--- src/rtl/ma_mem_access_ctrl_if.sv ---
// Pipeline-request and data-memory port bundle for the MA-stage access controller.
// master = the controller; slave = the pipeline/memory side that surrounds it.
interface ma_mem_access_ctrl_if;
  logic        mem_read;
  logic        mem_write;
  logic [2:0]  funct3;
  logic [31:0] address;
  logic [31:0] store_data;
  logic        busywait;
  logic [31:0] data_out;
  logic        access_err;
  logic        dmem_read;
  logic        dmem_write;
  logic [31:0] dmem_addr;
  logic [31:0] dmem_wdata;
  logic [3:0]  dmem_byte_en;
  logic [31:0] dmem_rdata;
  logic        dmem_ready;

  modport master (
    input  mem_read, mem_write, funct3, address, store_data, dmem_rdata, dmem_ready,
    output busywait, data_out, access_err, dmem_read, dmem_write, dmem_addr,
           dmem_wdata, dmem_byte_en
  );

  modport slave (
    output mem_read, mem_write, funct3, address, store_data, dmem_rdata, dmem_ready,
    input  busywait, data_out, access_err, dmem_read, dmem_write, dmem_addr,
           dmem_wdata, dmem_byte_en
  );
endinterface

--- src/rtl/ma_mem_access_ctrl.sv ---
// MA-stage load/store controller: issues one handshaked data-memory access per request.
// Latency: request cycle + N WAIT cycles + 1 DONE cycle (min 3); timeout after MAX_WAIT WAIT cycles.
// Backpressure: busywait stalls the pipeline until DONE; dmem strobes held until dmem_ready.
module ma_mem_access_ctrl #(
  parameter int unsigned MAX_WAIT = 15
) (
  input  logic                   clk,
  input  logic                   reset,
  ma_mem_access_ctrl_if.master   ma
);

  localparam logic [1:0] ST_IDLE = 2'd0;
  localparam logic [1:0] ST_WAIT = 2'd1;
  localparam logic [1:0] ST_DONE = 2'd2;
  localparam logic [7:0] WAIT_LAST = 8'(MAX_WAIT - 1);

  logic [1:0]  state;
  logic [7:0]  wait_cnt;
  logic        err_flag;
  logic [2:0]  f3_q;
  logic [1:0]  off_q;
  logic [31:0] data_out_q;
  logic        dmem_read_q;
  logic        dmem_write_q;
  logic [31:0] dmem_addr_q;
  logic [31:0] dmem_wdata_q;
  logic [3:0]  dmem_byte_en_q;

  logic        req;
  logic        f3_legal;
  logic        misaligned;
  logic        req_ok;
  logic [3:0]  be_nxt;
  logic [31:0] wdata_nxt;
  logic [31:0] rd_shifted;
  logic [31:0] load_ext;

  assign req    = ma.mem_read | ma.mem_write;
  assign req_ok = (ma.mem_read ^ ma.mem_write) & f3_legal & ~misaligned;

  always_comb begin
    f3_legal   = 1'b0;
    misaligned = 1'b0;
    case (ma.funct3)
      3'b000, 3'b001, 3'b010: f3_legal = 1'b1;
      3'b100, 3'b101:         f3_legal = ma.mem_read;  // unsigned forms exist only for loads
      default:                f3_legal = 1'b0;
    endcase
    case (ma.funct3[1:0])
      2'b01:   misaligned = ma.address[0];
      2'b10:   misaligned = |ma.address[1:0];
      default: misaligned = 1'b0;
    endcase
  end

  always_comb begin
    be_nxt    = 4'b1111;
    wdata_nxt = ma.store_data;
    case (ma.funct3[1:0])
      2'b00: begin
        be_nxt    = 4'b0001 << ma.address[1:0];
        wdata_nxt = {4{ma.store_data[7:0]}};
      end
      2'b01: begin
        be_nxt    = 4'b0011 << ma.address[1:0];
        wdata_nxt = {2{ma.store_data[15:0]}};
      end
      default: ;
    endcase
    if (ma.mem_read) be_nxt = 4'b1111;
  end

  // Shift the addressed lane down to bit 0, then extend by the latched size/sign.
  assign rd_shifted = ma.dmem_rdata >> {off_q, 3'b000};

  always_comb begin
    case (f3_q)
      3'b000:  load_ext = {{24{rd_shifted[7]}}, rd_shifted[7:0]};
      3'b001:  load_ext = {{16{rd_shifted[15]}}, rd_shifted[15:0]};
      3'b100:  load_ext = {24'd0, rd_shifted[7:0]};
      3'b101:  load_ext = {16'd0, rd_shifted[15:0]};
      default: load_ext = rd_shifted;
    endcase
  end

  always_ff @(posedge clk) begin
    if (reset) begin
      state          <= ST_IDLE;
      wait_cnt       <= 8'd0;
      err_flag       <= 1'b0;
      f3_q           <= 3'd0;
      off_q          <= 2'd0;
      data_out_q     <= 32'd0;
      dmem_read_q    <= 1'b0;
      dmem_write_q   <= 1'b0;
      dmem_addr_q    <= 32'd0;
      dmem_wdata_q   <= 32'd0;
      dmem_byte_en_q <= 4'd0;
    end else begin
      case (state)
        ST_IDLE: begin
          if (req) begin
            if (req_ok) begin
              state          <= ST_WAIT;
              wait_cnt       <= 8'd0;
              f3_q           <= ma.funct3;
              off_q          <= ma.address[1:0];
              dmem_addr_q    <= {ma.address[31:2], 2'b00};
              dmem_byte_en_q <= be_nxt;
              dmem_wdata_q   <= wdata_nxt;
              dmem_read_q    <= ma.mem_read;
              dmem_write_q   <= ma.mem_write;
            end else begin
              state      <= ST_DONE;
              err_flag   <= 1'b1;
              data_out_q <= 32'd0;
            end
          end
        end
        ST_WAIT: begin
          if (ma.dmem_ready) begin
            dmem_read_q  <= 1'b0;
            dmem_write_q <= 1'b0;
            if (dmem_read_q) data_out_q <= load_ext;
            state <= ST_DONE;
          end else if (wait_cnt == WAIT_LAST) begin
            dmem_read_q  <= 1'b0;
            dmem_write_q <= 1'b0;
            data_out_q   <= 32'd0;
            err_flag     <= 1'b1;
            state        <= ST_DONE;
          end else begin
            wait_cnt <= wait_cnt + 8'd1;
          end
        end
        ST_DONE: begin
          state    <= ST_IDLE;
          err_flag <= 1'b0;
          wait_cnt <= 8'd0;
        end
        default: state <= ST_IDLE;
      endcase
    end
  end

  assign ma.busywait     = ~reset & (((state == ST_IDLE) & req) | (state == ST_WAIT));
  assign ma.access_err   = (state == ST_DONE) & err_flag;
  assign ma.data_out     = data_out_q;
  assign ma.dmem_read    = dmem_read_q;
  assign ma.dmem_write   = dmem_write_q;
  assign ma.dmem_addr    = dmem_addr_q;
  assign ma.dmem_wdata   = dmem_wdata_q;
  assign ma.dmem_byte_en = dmem_byte_en_q;

endmodule

--- src/flat_wrapper.sv ---
// flat-port wrapper written by rule: the top's interface ports become plain ports
module ma_mem_access_ctrl_flat 
#(
  parameter int unsigned MAX_WAIT = 15
)
  (clk, reset, ma_mem_read, ma_mem_write, ma_funct3, ma_address, ma_store_data, ma_dmem_rdata, ma_dmem_ready, ma_busywait, ma_data_out, ma_access_err, ma_dmem_read, ma_dmem_write, ma_dmem_addr, ma_dmem_wdata, ma_dmem_byte_en);
  ma_mem_access_ctrl_if ma_i ();
  input  logic clk;
  input  logic reset;
  input wire logic [$bits(ma_i.mem_read)-1:0] ma_mem_read;
  input wire logic [$bits(ma_i.mem_write)-1:0] ma_mem_write;
  input wire logic [$bits(ma_i.funct3)-1:0] ma_funct3;
  input wire logic [$bits(ma_i.address)-1:0] ma_address;
  input wire logic [$bits(ma_i.store_data)-1:0] ma_store_data;
  input wire logic [$bits(ma_i.dmem_rdata)-1:0] ma_dmem_rdata;
  input wire logic [$bits(ma_i.dmem_ready)-1:0] ma_dmem_ready;
  output wire logic [$bits(ma_i.busywait)-1:0] ma_busywait;
  output wire logic [$bits(ma_i.data_out)-1:0] ma_data_out;
  output wire logic [$bits(ma_i.access_err)-1:0] ma_access_err;
  output wire logic [$bits(ma_i.dmem_read)-1:0] ma_dmem_read;
  output wire logic [$bits(ma_i.dmem_write)-1:0] ma_dmem_write;
  output wire logic [$bits(ma_i.dmem_addr)-1:0] ma_dmem_addr;
  output wire logic [$bits(ma_i.dmem_wdata)-1:0] ma_dmem_wdata;
  output wire logic [$bits(ma_i.dmem_byte_en)-1:0] ma_dmem_byte_en;
  assign ma_i.mem_read = ma_mem_read;
  assign ma_i.mem_write = ma_mem_write;
  assign ma_i.funct3 = ma_funct3;
  assign ma_i.address = ma_address;
  assign ma_i.store_data = ma_store_data;
  assign ma_i.dmem_rdata = ma_dmem_rdata;
  assign ma_i.dmem_ready = ma_dmem_ready;
  assign ma_busywait = ma_i.busywait;
  assign ma_data_out = ma_i.data_out;
  assign ma_access_err = ma_i.access_err;
  assign ma_dmem_read = ma_i.dmem_read;
  assign ma_dmem_write = ma_i.dmem_write;
  assign ma_dmem_addr = ma_i.dmem_addr;
  assign ma_dmem_wdata = ma_i.dmem_wdata;
  assign ma_dmem_byte_en = ma_i.dmem_byte_en;
  ma_mem_access_ctrl #(.MAX_WAIT(MAX_WAIT)) u_core (.clk(clk), .reset(reset), .ma(ma_i));
endmodule
--- config.mk ---
export PLATFORM = sky130hd
export DESIGN_NAME = ma_mem_access_ctrl_flat
export DESIGN_NICKNAME = d
export VERILOG_FILES = /design/src/rtl/ma_mem_access_ctrl_if.sv /design/src/rtl/ma_mem_access_ctrl.sv /design/src/flat_wrapper.sv
export SDC_FILE = /design/constraint.sdc
export NUM_CORES = 1
export LEC_CHECK = 0
export CORE_MARGIN = 1.5
export CORE_UTILIZATION = 44
export CTS_CLUSTER_DIAMETER = 40
export DETAILED_ROUTE_END_ITERATION = 8
export MAX_ROUTING_LAYER = met4
export PLACE_DENSITY = 0.82
export SYNTH_ARGS = -nofsm -noshare
export SYNTH_HDL_FRONTEND = slang
export SYNTH_SLANG_ARGS = --single-unit
--- constraint.sdc ---
create_clock -name clk -period 3.6 [get_ports clk]
set_clock_uncertainty 0.15 [all_clocks]
set_input_delay 1.08 -clock clk [delete_from_list [all_inputs] [get_ports clk]]
set_output_delay 1.08 -clock clk [all_outputs]
set_load 0.005 [all_outputs]
==> metrics <==
Rel. slew slack 24.52%; Root Buffer Master clkbuf_16; Max Root-Sink Buffers 2; I/O pins 208; initial antenna violation count 0; die area 0.01273 sq mm; yosys warns 0; # setup viols final 0; Yosys reg bits 116; # nets final 954; wire per inst 17.32 um; crit path launch type input port; Max Fclk 0.2852 GHz; syn_area_per_cell 8.240 sq um; met2 usage 46.87%; drt drc 0; Hold/Removal Path Class reg2reg; CTS Buf Count 17; final HPWL from detailed placement 12,150 um; arrival time at the worst endpoint 2.28 ns; final wirelength 17,320 um; Seq/Total Area, Yosys 43.76%; Post-CTS Hold Fix Bufs 0; Die X 112.8 um; Clk Latency, worst-skew pair 0.42 ns; max-cap viol count 0; Area Growth Syn to Fin 53.86%; grt ovf 0; EDFF count, synth 0; number of fillers in the final layout 921; DRT antenna net count 0; Synth area leaders dfxtp_1 (44%), a21oi_1 (9.2%), nand2_1 (7.9%); crit path max fanout 2; Peak VDD IR 0.3317 mV; first-pass GRT wire length 27,260 um; Post-Synth Simple-Gate Area 18.23%; Worst Tran Pin Value 1.132 ns; largest net degree at the start of global routing 110; ys async rst share 0%; CTS tree yes; Hold Violations, Final 0; Vias 5,687; GRT Util Overall 27.72%; M1 GR Usage 31.14%; post-layout min period 3.506 ns; n_diodes 0; post-layout instance area 0.008164 sq mm; Placed Area 0.007530 sq mm; Crit Path Class in2out; drt first pass iters 6; DR vias/cell 5.687; leakage power 2.880 nW; main combinational cell family by area after synthesis compound AO/OA/AOI/OAI gates; area leader, netlist dfxtp_1; outcome complete, no violations; final period utilization 97.40%; Syn Inst Count 644; Sink Count 116; Power Density 477.5 mW/mm^2; Initial Utilization 45.88%; layout cells sized above 1 10.04%; Synth top area share 43.76%; most common cell after layout, fill and taps aside clkdlybuf4s50_1; Compound-Gate Fraction of Synth Area 24.62%; vias in the first global route 5,495; clock-pin transition on the worst setup and hold timing paths 0.05 ns; XOR/XNOR share of the synthesized area 0%; setup TNS 0 ns; GR Layer Usage met3 8.784%; CORE AREA 0.01156 sq mm; most frequent cells in the layout clkdlybuf4s50_1 (202), dfxtp_1 (116), nand2_1 (111), a21oi_1 (98), nor2_1 (49); post-synthesis cell type count 48; Worst setup EP type output port; Post-synth top flop dfxtp_1; Slew Limit Fails 0; number of I/O port buffers 205; DIE HEIGHT 112.8 um; Row Count 39; H-tree levels 4; GR peak layer met2; Synth Area in Adders 1.415%; Post-Syn Area 0.005306 sq mm; GP Congestion 0.8923; DRT iter0 DRCs 434; RSZ-0062 raised after global routing no; WP data required 2.37 ns; mux share of post-synthesis cell area 6.932%
## stage by stage
| step | util (%) | power, mW | setup slack [ns] | hold WS, ns | std cells |
|---|---|---|---|---|---|
| 6_report | 70.59 | 3.898 | 0.09376 | 0.3035 | 1000 |
| 5_1_grt | 70.59 | 4.037 | 0.01054 | 0.3267 | 1000 |
| 4_1_cts | 70.51 | 3.911 | 0.04319 | 0.3037 | 999 |
| 3_5_place_dp | 65.11 | 2.153 | -0.3702 | 0.2963 | 967 |
| 3_3_place_gp | 65.11 | 2.133 | -0.3695 | 0.2909 | 967 |
| 2_1_floorplan | - | 1.762 | 0.1854 | 0.2895 | 645 |
## kinds of logic after synthesis
group	after synthesis
AOI/OAI and AO/OA	211
adders and majority gates	6
DFF	116
muxes	34
and+or+nand+nor	215
other	1
buffers and inverters	61
## cell usage after synthesis (2+ instances only)
cell	count
dfxtp_1	116
nand2_1	111
a21oi_1	98
nor2_1	49
a211oi_1	40
clkbuf_1	34
o21ai_0	25
mux2i_1	21
a22o_1	18
mux2_2	12
nor3_1	12
buf_2	10
a31oi_1	9
inv_1	9
or4_1	9
ha_1	6
a311oi_1	5
nand4_1	5
and3_1	4
buf_4	4
nand3_1	4
and2_1	3
buf_1	3
nor3_2	3
o21ai_1	3
or2_2	3
and4_1	2
nand2b_1	2
nand3b_1	2
nor2b_1	2
o21a_1	2
or3_1	2
## flip-flops by register name (all words and copies together) (netlist names)
signal                  flops
u_core.ma.data_out         32
u_core.wait_cnt             8
u_core.ma.dmem_wdata       32
u_core.off_q                2
u_core.ma.dmem_byte_en      4
u_core.ma.dmem_read         1
u_core.err_flag             1
u_core.ma.dmem_write        1
u_core.ma.dmem_addr        30
u_core.f3_q                 3
u_core.state                2
## critical path, stage by stage
cell,delay (ns)
clkdlybuf4s50_1,0.48
inv_1,0.05
ha_1,0.18
nor2b_2,0.18
nor3_2,0.17
buf_2,0.15
## worst paths after layout
check                           slack, ns                                 start                                    to  cells past startpoint
worst max-delay path                 0.09                           ma_mem_read                           ma_busywait                      6
worst min-delay path                 0.30  u_core.ma.dmem_addr[22]$_SDFFE_PP0P_  u_core.ma.dmem_addr[22]$_SDFFE_PP0P_                      2
worst min register to register       0.30  u_core.ma.dmem_addr[22]$_SDFFE_PP0P_  u_core.ma.dmem_addr[22]$_SDFFE_PP0P_                      2
worst max register to register       1.11          u_core.state[0]$_SDFFE_PP0P_   u_core.ma.data_out[24]$_SDFFE_PP0P_                      6
## area by class of cell
class,instances,area (sq um),share of cell area [%]
clock inverters,11,151.4,1.854
repair buffers,232,2275,27.86
clock buffers,21,470.5,5.762
multi-input cells,468,2733,33.47
flip-flops and latches,116,2322,28.44
well taps,143,178.9,2.192
inverters,9,33.78,0.4138
## report_power, final
part           total, mW  internal [mW]  switching (mW)
Clock               1.76           1.14           0.615
Sequential          1.43           1.37          0.0594
Combinational      0.712          0.381           0.331
Total               3.90           2.89            1.01
## metal layers
metal,part of all wire (%),vias up
li1,-,2713
met1,39,2660
met2,49,287
met3,9.6,27
met4,1.8,0
met5,0,-
## what timing repair did
item	in CTS	in global routing
setup endpoints to repair	1	1
resized for setup	6	1
pin swaps	1	1
setup buffers	0	1
Note: power is estimated with default switching activity, not from simulation.
==> RTL edit 1, RTL diff (same settings) <==
Register the output `ma.access_err`, without a reset; this adds one clock of latency there.
--- a/src/rtl/ma_mem_access_ctrl.sv
+++ b/src/rtl/ma_mem_access_ctrl.sv
@@ -145,5 +145,7 @@
 
   assign ma.busywait     = ~reset & (((state == ST_IDLE) & req) | (state == ST_WAIT));
-  assign ma.access_err   = (state == ST_DONE) & err_flag;
+  always_ff @(posedge clk) begin
+    ma.access_err <= (state == ST_DONE) & err_flag;
+  end
   assign ma.data_out     = data_out_q;
   assign ma.dmem_read    = dmem_read_q;
Formal check against the unedited RTL: not equivalent (a bounded check fails within 4 cycles, from zero or initial values and one cycle with reset high).
==> RTL edit 1 against the unedited design <==
Power increased by 0.18%; final cell count increased by 0.60%; wire length increased by 1.6%; sequential cell count increased by 1; setup slack got worse by 28 ps; final area increased by 0.51%; synthesized area increased by 0.38%; largest cell class unchanged.
==> RTL edit 1: results (changes against the unedited design) <==
Outcome
  – Status: finished clean

Drt
  – Via density per instance: 5.72 (+0.63%)
  – DR pass1 iterations: 5 (-1)
  – WL met2: 8.46 mm (-0.54%)
  – Met3 Wirelength: 1.72 mm (+4.0%)
  – M1 WL: 6.88 mm (+0.63%)
  – Initial DRC Count: 468 (+7.8%)
  – Drt total wl: 17.6 mm (+1.6%)

Global routing
  – Largest net degree at the start of global routing: 68 (-38%)
  – Vias in the first global route: 5636 (+2.6%)
  – Met1 usage: 30.9% (-0.26 points)
  – Met3 Use GR: 10.5% (+1.7 points)
  – Total global-route track usage: 28.3% (+0.61 points)
  – First-pass GRT wire length: 27.9 mm (+2.4%)
  – GR Util met2: 47.0% (+0.12 points)

Layout
  – Layout cell share with drive strength beyond 1: 10.1% (+0.093 points)
  – Final nets: 956 (+0.21%)

Power and ir drop
  – Maximum vdd drop: 0.353 mV (+6.4%)
  – Leak Pwr: 0.00289 uW (+0.43%)
  – Pint: 2870 uW (-0.68%)

Setup path
  – Reg2Reg Capture Point: u_core.ma.data_out[13]
  – Crit-path max cell delay: 520 ps (+40 ps)
  – WP data arrival: 2300 ps (+20 ps)
  – Worst reg2reg startpoint: u_core.off_q[1]
  – Worst setup startpoint: ma_mem_write

Place
  – Post-DP HPWL: 12.5 mm (+2.7%)
  – GPL Wtd Cong: 0.888 (-0.54%)
  – Pre-CTS setup slack: -398 ps (-27.9 ps)

Synth
  – Register area share after synthesis: 44.0% (+0.21 points)

STA
  – Setup ws final: 65.9 ps (-27.9 ps)
  – Slew headroom: 36.6% (+12 points)
RTL edit 1: changes by cell type after synthesis, sizes merged:
cell,before,now
dfxtp,116,117
RTL edit 1: logic make-up after synthesis:
group                    Yosys count  synth area share, %
adder cells (fa/ha/maj)            6                 1.41
other                              1               0.0704
buffers and inverters             61                 4.96
multiplexers                      34                 6.91
AND/OR/NAND/NOR                  215                 18.2
flip-flops                       117                 44.0
AO/OA/AOI/OAI                    211                 24.5
RTL edit 1: what timing repair did:
item | CTS | global route
cloned | 0 | 0
setup endpoints to repair | 1 | 15
endpoints found under the hold margin | 0 | 0
gates resized for setup | 5 | 1
pin swaps | 0 | 0
RTL edit 1: how the worst min path moves through the flow:
stage / from / end / slack (ps)
after detailed placement: u_core.ma.dmem_wdata[0] / u_core.ma.dmem_wdata[0] / 300
after CTS: u_core.ma.dmem_addr[13] / u_core.ma.dmem_addr[13] / 300
after global routing: u_core.ma.dmem_addr[24] / u_core.ma.dmem_addr[24] / 320
after global placement: u_core.ma.dmem_addr[20] / u_core.ma.dmem_addr[20] / 290
final: u_core.ma.dmem_addr[13] / u_core.ma.dmem_addr[13] / 300
after floorplan: u_core.f3_q[2] / u_core.f3_q[2] / 290
RTL edit 1: per-stage QoR:
step                cell area [sq um]  TNS (ps)  total power (uW)  cells
finish                           8210         0              3910   1006
global route                     8210         0              4060   1006
CTS                              8200         0              3920   1006
detailed placement               7580     -5640              2170    974
global placement                 7580     -2840              2150    974
floorplan                        5330         0              1770    646
RTL edit 1: layout make-up:
class	count	area, sq um
multi-input cells	468	2740
inverters	9	33.8
fillers	964	3710
clock inverters	14	178
flip-flops and latches	117	2340
well taps	147	184
repair buffers	233	2290
clock buffers	18	439
==> RTL edit 2, RTL diff (same settings) <==
Without the edit above. `MAX_WAIT` is set to 15 in 2 places; all go to 11.
--- a/src/rtl/ma_mem_access_ctrl.sv
+++ b/src/rtl/ma_mem_access_ctrl.sv
@@ -3,5 +3,5 @@
 // Backpressure: busywait stalls the pipeline until DONE; dmem strobes held until dmem_ready.
 module ma_mem_access_ctrl #(
-  parameter int unsigned MAX_WAIT = 15
+  parameter int unsigned MAX_WAIT = 11
 ) (
   input  logic                   clk,
--- a/src/flat_wrapper.sv
+++ b/src/flat_wrapper.sv
@@ -2,5 +2,5 @@
 module ma_mem_access_ctrl_flat 
 #(
-  parameter int unsigned MAX_WAIT = 15
+  parameter int unsigned MAX_WAIT = 11
 )
   (clk, reset, ma_mem_read, ma_mem_write, ma_funct3, ma_address, ma_store_data, ma_dmem_rdata, ma_dmem_ready, ma_busywait, ma_data_out, ma_access_err, ma_dmem_read, ma_dmem_write, ma_dmem_addr, ma_dmem_wdata, ma_dmem_byte_en);
Check against the original RTL: no difference found for any inputs over 4 cycles, from zero or initial values and one cycle with reset high; that may be too few to reach the edited logic, so the function may still have changed.
==> RTL edit 2 against the unedited design <==
Sequential cell count did not move; wire length decreased by 0.46%; synthesized area hardly changed; via count grew 0.65%; setup slack gained 310 ps; final area shrank 0.17%; power fell by 5.8%; count of clock-buffer cells in the layout shrank 2; critical path type unchanged.
==> RTL edit 2: results (changes against the unedited design) <==
Drt
  – DR vias: 5724 (+0.65%)
  – M1 WL: 6.80 mm (-0.54%)
  – Drt total wl: 17.2 mm (-0.46%)
  – Initial DRC Count: 424 (-2.3%)
  – DR pass1 iterations: 5 (-1)
  – WL met2: 8.54 mm (+0.34%)

Layout
  – Non-Filler Instances: 1005 (+0.50%)
  – Area of the multi-input gates: 2740 sq um (+0.37%)
  – Non-clock inverters: 10 (+1)
  – CLK BUF: 19 (-9.5%)
  – Layout fillers: 857 (-6.9%)
  – Layout clock area frac: 7.09% (-0.52 points)
  – Num sequential: 116 (unchanged)
  – Proportion of cell area occupied by registers: 28.5% (+0.048 points)
  – Layout cell share with drive strength beyond 1: 10.8% (+0.75 points)
  – Non-CTS buffers: 233 (+0.43%)

Global routing
  – Largest net degree at the start of global routing: 109 (-0.91%)
  – Vias in the first global route: 5624 (+2.3%)
  – Total global-route track usage: 27.6% (-0.15 points)
  – GR Util met2: 45.3% (-1.5 points)
  – First-pass GRT wire length: 27.1 mm (-0.61%)
  – Met1 usage: 31.1% (about the same)

Synth
  – Adder-cell share of the synthesized area: 1.41% (about the same)
  – Commonest cells post-synth: 119 x nand2_1, 116 x dfxtp_1, 90 x a21oi_1
  – Syn Area/Cell: 8.17 sq um (-0.90%)
  – Mux cell area share after synthesis: 6.32% (-0.61 points)
  – Synth area leaders: dfxtp_1 44%, a21oi_1 8.5%, nand2_1 8.4%
  – Synth Area in Compound Gates: 23.6% (-1.1 points)

Place
  – Placed cell count: 972 (+0.52%)
  – Area after DPL: 7550 sq um (+0.27%)
  – Pre-CTS setup slack: -417 ps (-47.2 ps)
  – Post-DP HPWL: 12.2 mm (about the same)

Power and ir drop
  – Maximum vdd drop: 0.331 mV (-0.25%)

Outcome
  – Status: finished clean

Setup path
  – CP max stage cell: clkdlybuf4s15_2
  – Crit-path max cell delay: 210 ps (-270 ps)

STA
  – Slew @ Worst Pin: 1140 ps (+6.00 ps)
-- RTL edit 2: cell count changes after synthesis, sizes merged, moves of 9 or more --
| cell | before | now |
|---|---|---|
| nor4 | 1 | 10 |
| a22o | 18 | 8 |
| o21ai | 28 | 19 |
| a31o | 0 | 9 |
-- RTL edit 2: final timing paths --
check | start | to | slack [ps] | cells past startpoint
max | ma_mem_read | ma_busywait | 400 | 6
min | u_core.ma.dmem_addr[21] | u_core.ma.dmem_addr[21] | 300 | 2
max reg2reg | u_core.wait_cnt[0] | u_core.ma.data_out[4] | 1050 | 7
min reg2reg | u_core.ma.dmem_addr[21] | u_core.ma.dmem_addr[21] | 300 | 2
-- RTL edit 2: what timing repair did --
| action | in CTS | in global routing |
|---|---|---|
| endpoints found under the setup margin | 1 | 1 |
| buffers inserted | 1 | 0 |
| pin swaps | 1 | 2 |
| resized for setup | 5 | 3 |
-- RTL edit 2: power by group --
part / internal (uW) / switching [uW]
clock network: 993 / 627
registers: 1360 / 43.0
logic: 347 / 305
total: 2700 / 974
